## src/rtl/ext_uart_bridge.sv

```systemverilog
// EXT-port UART bridge: core byte writes -> 8N1 frames on txd, 8N1 frames on rxd -> one-byte holding register.
// Optional receive path is built only when EXT_UART_RX_EN is defined; otherwise cd/crda/rx_err are tied low.
module ext_uart_bridge #(
  parameter int unsigned CLK_DIV   = 434,
  parameter int unsigned DIV_WIDTH = 16
) (
  input  logic       clk,
  input  logic       reset,
  input  logic [7:0] cq,
  input  logic       cwre,
  output logic       cbsy,
  output logic [7:0] cd,
  output logic       crda,
  input  logic       cack,
  output logic       txd,
  input  logic       rxd,
  output logic       rx_err
);

  localparam logic [DIV_WIDTH-1:0] LP_BIT_LAST  = DIV_WIDTH'(CLK_DIV - 1);
  localparam logic [DIV_WIDTH-1:0] LP_HALF_LAST = DIV_WIDTH'(CLK_DIV / 2 - 1);
  localparam logic [DIV_WIDTH-1:0] LP_ONE       = DIV_WIDTH'(1);

  typedef enum logic [1:0] {TX_IDLE, TX_SHIFT, TX_STOP} tx_state_t;

  tx_state_t            r_tx_state, w_tx_state_nxt;
  logic [DIV_WIDTH-1:0] r_tx_cnt, w_tx_cnt_nxt;
  logic [3:0]           r_tx_idx, w_tx_idx_nxt;
  logic [8:0]           r_tx_sh, w_tx_sh_nxt;
  logic                 w_tx_bit_end;

  always_ff @(posedge clk) begin
    if (!reset) begin
      r_tx_state <= TX_IDLE;
      r_tx_cnt   <= '0;
      r_tx_idx   <= '0;
      r_tx_sh    <= '1;
    end else begin
      r_tx_state <= w_tx_state_nxt;
      r_tx_cnt   <= w_tx_cnt_nxt;
      r_tx_idx   <= w_tx_idx_nxt;
      r_tx_sh    <= w_tx_sh_nxt;
    end
  end

  // Start bit sits in sh[0] below the data so SHIFT emits 9 bits straight off the LSB.
  always_comb begin
    w_tx_state_nxt = r_tx_state;
    w_tx_cnt_nxt   = r_tx_cnt;
    w_tx_idx_nxt   = r_tx_idx;
    w_tx_sh_nxt    = r_tx_sh;
    w_tx_bit_end   = (r_tx_cnt == LP_BIT_LAST);
    case (r_tx_state)
      TX_IDLE: begin
        if (cwre) begin
          w_tx_state_nxt = TX_SHIFT;
          w_tx_sh_nxt    = {cq, 1'b0};
          w_tx_cnt_nxt   = '0;
          w_tx_idx_nxt   = '0;
        end
      end
      TX_SHIFT: begin
        if (w_tx_bit_end) begin
          w_tx_cnt_nxt = '0;
          w_tx_sh_nxt  = {1'b1, r_tx_sh[8:1]};
          if (r_tx_idx == 4'd8) w_tx_state_nxt = TX_STOP;
          else                  w_tx_idx_nxt   = r_tx_idx + 4'd1;
        end else begin
          w_tx_cnt_nxt = r_tx_cnt + LP_ONE;
        end
      end
      TX_STOP: begin
        if (w_tx_bit_end) begin
          w_tx_cnt_nxt   = '0;
          w_tx_state_nxt = TX_IDLE;
        end else begin
          w_tx_cnt_nxt = r_tx_cnt + LP_ONE;
        end
      end
      default: w_tx_state_nxt = TX_IDLE;
    endcase
  end

  assign cbsy = (r_tx_state != TX_IDLE);
  assign txd  = (r_tx_state == TX_SHIFT) ? r_tx_sh[0] : 1'b1;

`ifdef EXT_UART_RX_EN
  typedef enum logic [1:0] {RX_IDLE, RX_START, RX_DATA, RX_STOP} rx_state_t;

  rx_state_t            r_rx_state, w_rx_state_nxt;
  logic                 r_rx_s1, r_rx_s2;
  logic [DIV_WIDTH-1:0] r_rx_cnt, w_rx_cnt_nxt;
  logic [2:0]           r_rx_idx, w_rx_idx_nxt;
  logic [7:0]           r_rx_sh, w_rx_sh_nxt;
  logic                 r_rx_hold, w_rx_hold_nxt;
  logic [7:0]           r_cd, w_cd_nxt;
  logic                 r_crda, w_crda_nxt;
  logic                 r_rx_err, w_rx_err_nxt;

  always_ff @(posedge clk) begin
    if (!reset) begin
      r_rx_s1    <= 1'b1;
      r_rx_s2    <= 1'b1;
      r_rx_state <= RX_IDLE;
      r_rx_cnt   <= '0;
      r_rx_idx   <= '0;
      r_rx_sh    <= '0;
      r_rx_hold  <= 1'b0;
      r_cd       <= '0;
      r_crda     <= 1'b0;
      r_rx_err   <= 1'b0;
    end else begin
      r_rx_s1    <= rxd;
      r_rx_s2    <= r_rx_s1;
      r_rx_state <= w_rx_state_nxt;
      r_rx_cnt   <= w_rx_cnt_nxt;
      r_rx_idx   <= w_rx_idx_nxt;
      r_rx_sh    <= w_rx_sh_nxt;
      r_rx_hold  <= w_rx_hold_nxt;
      r_cd       <= w_cd_nxt;
      r_crda     <= w_crda_nxt;
      r_rx_err   <= w_rx_err_nxt;
    end
  end

  always_comb begin
    w_rx_state_nxt = r_rx_state;
    w_rx_cnt_nxt   = r_rx_cnt;
    w_rx_idx_nxt   = r_rx_idx;
    w_rx_sh_nxt    = r_rx_sh;
    w_rx_hold_nxt  = r_rx_hold;
    w_cd_nxt       = r_cd;
    w_crda_nxt     = r_crda;
    w_rx_err_nxt   = 1'b0;
    if (cack && r_crda) w_crda_nxt = 1'b0;
    case (r_rx_state)
      RX_IDLE: begin
        w_rx_cnt_nxt = '0;
        // After a framing error the line must go high before a new start is accepted.
        if (r_rx_hold) begin
          if (r_rx_s2) w_rx_hold_nxt = 1'b0;
        end else if (!r_rx_s2) begin
          w_rx_state_nxt = RX_START;
        end
      end
      RX_START: begin
        if (r_rx_cnt == LP_HALF_LAST) begin
          w_rx_cnt_nxt   = '0;
          w_rx_idx_nxt   = '0;
          w_rx_state_nxt = r_rx_s2 ? RX_IDLE : RX_DATA;
        end else begin
          w_rx_cnt_nxt = r_rx_cnt + LP_ONE;
        end
      end
      RX_DATA: begin
        if (r_rx_cnt == LP_BIT_LAST) begin
          w_rx_cnt_nxt = '0;
          w_rx_sh_nxt  = {r_rx_s2, r_rx_sh[7:1]};
          if (r_rx_idx == 3'd7) w_rx_state_nxt = RX_STOP;
          else                  w_rx_idx_nxt   = r_rx_idx + 3'd1;
        end else begin
          w_rx_cnt_nxt = r_rx_cnt + LP_ONE;
        end
      end
      RX_STOP: begin
        if (r_rx_cnt == LP_BIT_LAST) begin
          w_rx_cnt_nxt   = '0;
          w_rx_state_nxt = RX_IDLE;
          if (!r_rx_s2) begin
            w_rx_err_nxt  = 1'b1;
            w_rx_hold_nxt = 1'b1;
          end else if (!r_crda || cack) begin
            w_cd_nxt   = r_rx_sh;
            w_crda_nxt = 1'b1;
          end else begin
            w_rx_err_nxt = 1'b1;
          end
        end else begin
          w_rx_cnt_nxt = r_rx_cnt + LP_ONE;
        end
      end
      default: w_rx_state_nxt = RX_IDLE;
    endcase
  end

  assign cd     = r_cd;
  assign crda   = r_crda;
  assign rx_err = r_rx_err;
`else
  logic w_unused_rx;
  assign w_unused_rx = rxd ^ cack;
  assign cd          = '0;
  assign crda        = 1'b0;
  assign rx_err      = 1'b0;
`endif

endmodule

```

## config.mk

```make
export PLATFORM = sky130hd
export DESIGN_NAME = ext_uart_bridge
export DESIGN_NICKNAME = d
export VERILOG_FILES = /design/src/rtl/ext_uart_bridge.sv
export SDC_FILE = /design/constraint.sdc
export NUM_CORES = 1
export LEC_CHECK = 0
export BUFFER_PORTS_ARGS = -buffer_cell sky130_fd_sc_hd__buf_2
export CAP_MARGIN = 0
export CORE_ASPECT_RATIO = 1.75
export CORE_MARGIN = 2
export CORE_UTILIZATION = 45
export DETAILED_ROUTE_END_ITERATION = 10
export PLACE_DENSITY = 0.67
export SLEW_MARGIN = 25
export SYNTH_ARGS = -nofsm -noshare
export SYNTH_HDL_FRONTEND = slang
export SYNTH_SLANG_ARGS = --single-unit
export TNS_END_PERCENT = 50
```

## constraint.sdc

```tcl
create_clock -name clk -period 1.8 [get_ports clk]
set_input_delay 0.36 -clock clk [delete_from_list [all_inputs] [get_ports clk]]
set_output_delay 0.36 -clock clk [all_outputs]
set_load 0.02 [all_outputs]
```

# Word-level counts from Yosys, hierarchy flattened
# Cells that the tools add are included.
# totals
output_inout_bits	12
register_bits	31
input_bits	13
word_cells	40
# classes
n_reduce_logical	9
addsub	2
n_eq_ne	9
mux	16
# op_table
op	count
2-to-1 mux 16 bit	2
case mux 16 bit (2 select lines)	1
2-to-1 mux 9 bit	2
case mux 9 bit (2 select lines)	1
adder 16 x 1 -> 16 bit (second input constant)	1
== test 16 x 9 -> 1 bit (second input constant)	1
2-to-1 mux 4 bit	3
!= test 2 bit (second input constant)	5
2-to-1 mux 2 bit	4
case mux 4 bit (2 select lines)	1
AND reduction 4 bit	2
case mux 2 bit (3 select lines)	1
nonzero test 2 bit	3
adder 4 x 1 -> 4 bit (second input constant)	1
== test 4 bit (second input constant)	1
AND reduction 3 bit	1
== test 2 x 1 -> 1 bit (second input constant)	1
== test 2 bit (second input constant)	1
zero test 2 bit	1
AND reduction 2 bit	1
OR reduction 2 bit	1
2-to-1 mux 1 bit	1

# Longest topological paths before layout
# logic_depth
word_depth	4
ltp_mapped	8
mapped_depth_nobuf	7

# Least setup slack after synthesis
# Ideal clock, no wire load.
# synth_path
path_type	reg-to-reg
from	reg r_tx_state[0]
to	reg r_tx_sh[1]
path_slack_ns	0.006
path_buffers	1
required_time_ns	1.671
synth_period_minus_slack_ns	1.794
setup_time_ns	0.129
path_stages_with_launch	9
t_arrival_ns	1.664
path_cell_list	dfxtp_1 inv_1 ha_1 inv_1 a21boi_1 a21o_1 buf_2 mux2i_1 nand2_1
# synth_between
elab_chain_cells	3
elab_cells_between_ends	7
classes_between	eq/ne: 3; mux: 1; reduce/logical: 3
# synth_lines
element	line_no	source
from (decl)	26	tx_state_t r_tx_state, w_tx_state_nxt;
from (signal assigned)	39	r_tx_state <= w_tx_state_nxt;
== test 2 x 1 -> 1 bit / zero test 2 bit (equally long branches)	53	case (r_tx_state)
!= test 2 bit (no line) / nonzero test 2 bit (equally long branches)	n/a	
AND reduction 3 bit (no line)	n/a	
to (signal assigned)	42	r_tx_sh <= w_tx_sh_nxt;
to (decl)	29	logic [8:0] r_tx_sh, w_tx_sh_nxt;
# Several ways; a longest one is shown, not always the timed one.
# A chain may end at the register's enable or synchronous reset.

# Final worst setup path
# layout_path
from	reg r_tx_state[1]
to	out txd
# layout_between
elab_chain_cells	2
# layout_lines
element	line_no	source
== test 2 x 1 -> 1 bit	85	assign txd = (r_tx_state == TX_SHIFT) ? r_tx_sh[0] : 1'b1;
2-to-1 mux 1 bit	85	
to (decl)	15	output logic txd,
# No other way between the ends.

==> summary.log <==
[floorplan] floorplan die area 4580 µm²
[route] post-detailed-route count of antenna-violating nets 0
[final_layout] sequential cell area in the final layout 621 µm²
[floorplan] Die Height 88.1 µm
[route] number of DRC violations after detailed-routing iteration 0 20
[flow_run] Max Cap Viol 0
[min_path] Cells on Worst Hold Path 2
[power_and_ir_drop] leakage power summed over all cells 0.000860 µW
[timing] Finish-stage setup viols 0
[outcome] run status finished clean
[placement] weighted congestion reported at the end of routability-driven placement 0.814
[global_route] overflow left after global routing 0
[critical_path] worst setup path category flip-flop to output pin
[clock_tree] total of hold buffers inserted after clock tree synthesis 0
[placement] number of buffers inserted by port buffering 12
[synth] synthesized instance count 207
[critical_path] critical path startpoint category flip-flop
[timing] final worst clock skew 0.00601 ns
[final_layout] count of filler cells inserted in the layout 383
[global_route] Tot GR Track Use 18.4%
[route] length of the first detailed-routing pass in iterations 4
[clock_tree] clock-pin slew of the registers on the worst-case setup and hold paths 0.06 ns
[timing] Final Critical Period 1.71 ns
[route] Routed WL per cell 12.8 µm
[timing] worst hold margin 0.349 ns
[critical_path] Cell Chain, Critical Path inv_1, ha_4, buf_4, nand2b_1, buf_2
[synth] total standard cell area after synthesis 1820 µm²
[timing] ratio of final minimum period to clock period 95.1%
[min_path] class of the worst hold path primary input to flip-flop
[final_layout] area growth from synthesis to layout 18.7%
[placement] worst-case setup slack after placement -0.00389 ns
[global_route] number of antenna violations at the first check in global routing 0
[critical_path] CP Data Required Time 1.44 ns
[floorplan] I/O pins 25
[floorplan] effective utilization at floorplan 47.0%
[timing] Setup Total Neg Slack 0 ns
[power_and_ir_drop] power density cells 1060 nW/µm²
[route] total wire length after detailed routing 3700 µm
[global_route] largest net degree at the start of global routing 14
[critical_path] Crit-path slowest cell sky130_fd_sc_hd__dfxtp_1
[placement] hpwl dp 2750 µm
[final_layout] most common cell after layout, fill and taps aside sky130_fd_sc_hd__dfxtp_1
[final_layout] number of nets at the end of the flow 260
[floorplan] CORE AREA 3870 µm²
[critical_path] Worst Path Max Fanout 6
[final_layout] multi-input logic area 1150 µm²
[synth] number of enable-type register cells in the synthesized netlist 0
[timing] pins over their slew limit 0
[final_layout] commonest cells after routing, fill and taps aside sky130_fd_sc_hd__dfxtp_1 (31), sky130_fd_sc_hd__nand2_1 (25), sky130_fd_sc_hd__buf_4 (21)
[critical_path] cell depth of the worst flop-to-flop path 6
[clock_tree] CTS root buf sky130_fd_sc_hd__clkbuf_8
[timing] setup repair after global routing missed its margin yes
[critical_path] CP max stage delay 0.36 ns
[route] DRC 0
[critical_path] Critical Path Sink Type output pin
[floorplan] number of standard-cell rows in the floorplan 30
[global_route] number of global-route vias before repair 1495
[synth] count of synthesis-stage warnings from yosys 0
[timing] Final Hold Violating Endpoints 0
[synth] number of storage elements in the synthesis netlist 31
[synth] fraction of registers with async set or reset after synthesis 0%
[final_layout] antenna diode count 0
[clock_tree] Sinks on Clock Net 31
[clock_tree] TritonCTS clock tree done
[power_and_ir_drop] VDD IR-drop max 0.000742 V
[synth] average size of a mapped cell 8.78 µm²
[clock_tree] maximum buffer depth of the clock tree 2
[floorplan] die width 52.0 µm
[synth] portion of the post-synthesis area used by sequential elements 34.2%
[synth] Netlist cell types 48
[final_layout] proportion of layout cells with a drive suffix above 1 24.6%
[route] count of vias placed by the detailed router 1523
[clock_tree] number of buffers added by the clock tree synthesis step 5
[clock_tree] clock insertion delay at the later pin of the skew report 0.29 ns
[critical_path] Crit path arrival time 1.35 ns
[route] via count normalized by instance count 5.29
[final_layout] utilization after layout 55.8%
[timing] PnR worst setup slack 0.0881 ns
[timing] maximum clock frequency 584 MHz
[clock_tree] number of levels the H-tree was split into 2
[global_route] global-route wire length before repair 6200 µm
[synth] leading register cell type out of synthesis sky130_fd_sc_hd__dfxtp_1
[metal layers]
layer	GRT usage, %	share of wire, %	vias to the layer above
met3	4.78	3.4	11
met1	17.0	39	699
met5	0	0	-
met4	12.2	3.4	0
met2	33.8	54	32
li1	-	-	781
[worst paths after layout]
path / from / end / slack, ns
worst max-delay path: r_tx_state[1] / txd / 0.09
worst min-delay path: reset / r_tx_sh[7] / 0.35
worst max register to register: r_tx_cnt[9] / r_tx_idx[1] / 0.13
worst min register to register: r_tx_sh[4] / r_tx_sh[4] / 0.47
[report_power, final]
| group | switching (µW) | total, µW | internal [µW] |
|---|---|---|---|
| sequential | 45.7 | 803 | 758 |
| clock | 264 | 535 | 271 |
| combinational | 480 | 951 | 471 |
[Yosys cell counts (2+ instances only)]
master | n | share of area (%)
sky130_fd_sc_hd__a21boi_1 | 5 | 2.1
sky130_fd_sc_hd__a21o_1 | 2 | 0.83
sky130_fd_sc_hd__a21oi_1 | 5 | 1.4
sky130_fd_sc_hd__a31oi_1 | 5 | 1.7
sky130_fd_sc_hd__buf_2 | 2 | 0.55
sky130_fd_sc_hd__buf_4 | 10 | 4.1
sky130_fd_sc_hd__clkbuf_1 | 4 | 0.83
sky130_fd_sc_hd__dfxtp_1 | 31 | 34
sky130_fd_sc_hd__ha_1 | 8 | 5.5
sky130_fd_sc_hd__inv_1 | 7 | 1.4
sky130_fd_sc_hd__mux2_2 | 7 | 4.3
sky130_fd_sc_hd__mux2i_1 | 8 | 4.4
sky130_fd_sc_hd__nand2_1 | 25 | 5.2
sky130_fd_sc_hd__nand2b_1 | 5 | 1.7
sky130_fd_sc_hd__nand3_1 | 13 | 3.6
sky130_fd_sc_hd__nand4_1 | 4 | 1.4
sky130_fd_sc_hd__nor2_1 | 14 | 2.9
sky130_fd_sc_hd__nor2b_1 | 3 | 1.0
sky130_fd_sc_hd__nor3_1 | 4 | 1.1
sky130_fd_sc_hd__nor4_1 | 3 | 1.0
sky130_fd_sc_hd__nor4_4 | 2 | 2.3
sky130_fd_sc_hd__o211ai_1 | 2 | 0.83
sky130_fd_sc_hd__o21a_1 | 2 | 0.83
sky130_fd_sc_hd__o21ai_0 | 5 | 1.4
sky130_fd_sc_hd__o22ai_1 | 2 | 0.69
sky130_fd_sc_hd__xnor2_1 | 4 | 1.9
sky130_fd_sc_hd__xor2_1 | 4 | 1.9
[per-stage QoR]
| step | area (µm²) | std cells | total power [µW] |
|---|---|---|---|
| 2_1_floorplan | 1850 | 216 | 1440 |
| 3_3_place_gp | 2010 | 279 | 1670 |
| 3_5_place_dp | 2010 | 279 | 1680 |
| 4_1_cts | 2090 | 287 | 2230 |
| 5_1_grt | 2160 | 288 | 2450 |
| 6_report | 2160 | 288 | 2290 |
[worst max-delay path: cells and delay by family (launching register included)]
kind / cells / cell delay [ns]
flip-flops: 1 / 0.36
AND/OR/NAND/NOR: 1 / 0.07
adder cells (fa/ha/maj): 1 / 0.20
buffers and inverters: 3 / 0.45
[registers in the layout (all words and copies together), names as in the netlist]
name        count
r_tx_cnt       16
r_tx_sh         9
r_tx_idx        4
r_tx_state      2
[cell type report]
| class | count | share of cell area [%] |
|---|---|---|
| Inverter | 7 | 1.22 |
| Multi-Input combinational cell | 161 | 53.4 |
| Timing Repair Buffer | 33 | 10.1 |
| Tap cell | 48 | 2.78 |
| Sequential cell | 31 | 28.8 |
| Clock buffer | 7 | 3.54 |
| Clock inverter | 1 | 0.232 |
[what timing repair did]
item,4_1_cts,5_1_grt
resized for setup,0,10
setup buffers,0,1
endpoints found under the setup margin,0,30
endpoints found under the hold margin,0,0
[logic make-up (layout without fill, tap and decap cells)]
| group | Yosys count | after routing | synth area share, % |
|---|---|---|---|
| buffers and inverters | 24 | 48 | 7.58 |
| AOI/OAI and AO/OA | 35 | 35 | 12.7 |
| xor gates and xnor gates | 8 | 8 | 3.86 |
| and+or+nand+nor | 84 | 84 | 26.4 |
| muxes | 16 | 16 | 9.50 |
| DFF | 31 | 31 | 34.2 |
| other | 1 | 10 | 0.206 |
| adders and majority gates | 8 | 8 | 5.51 |
(Power assumes the default switching activity.)
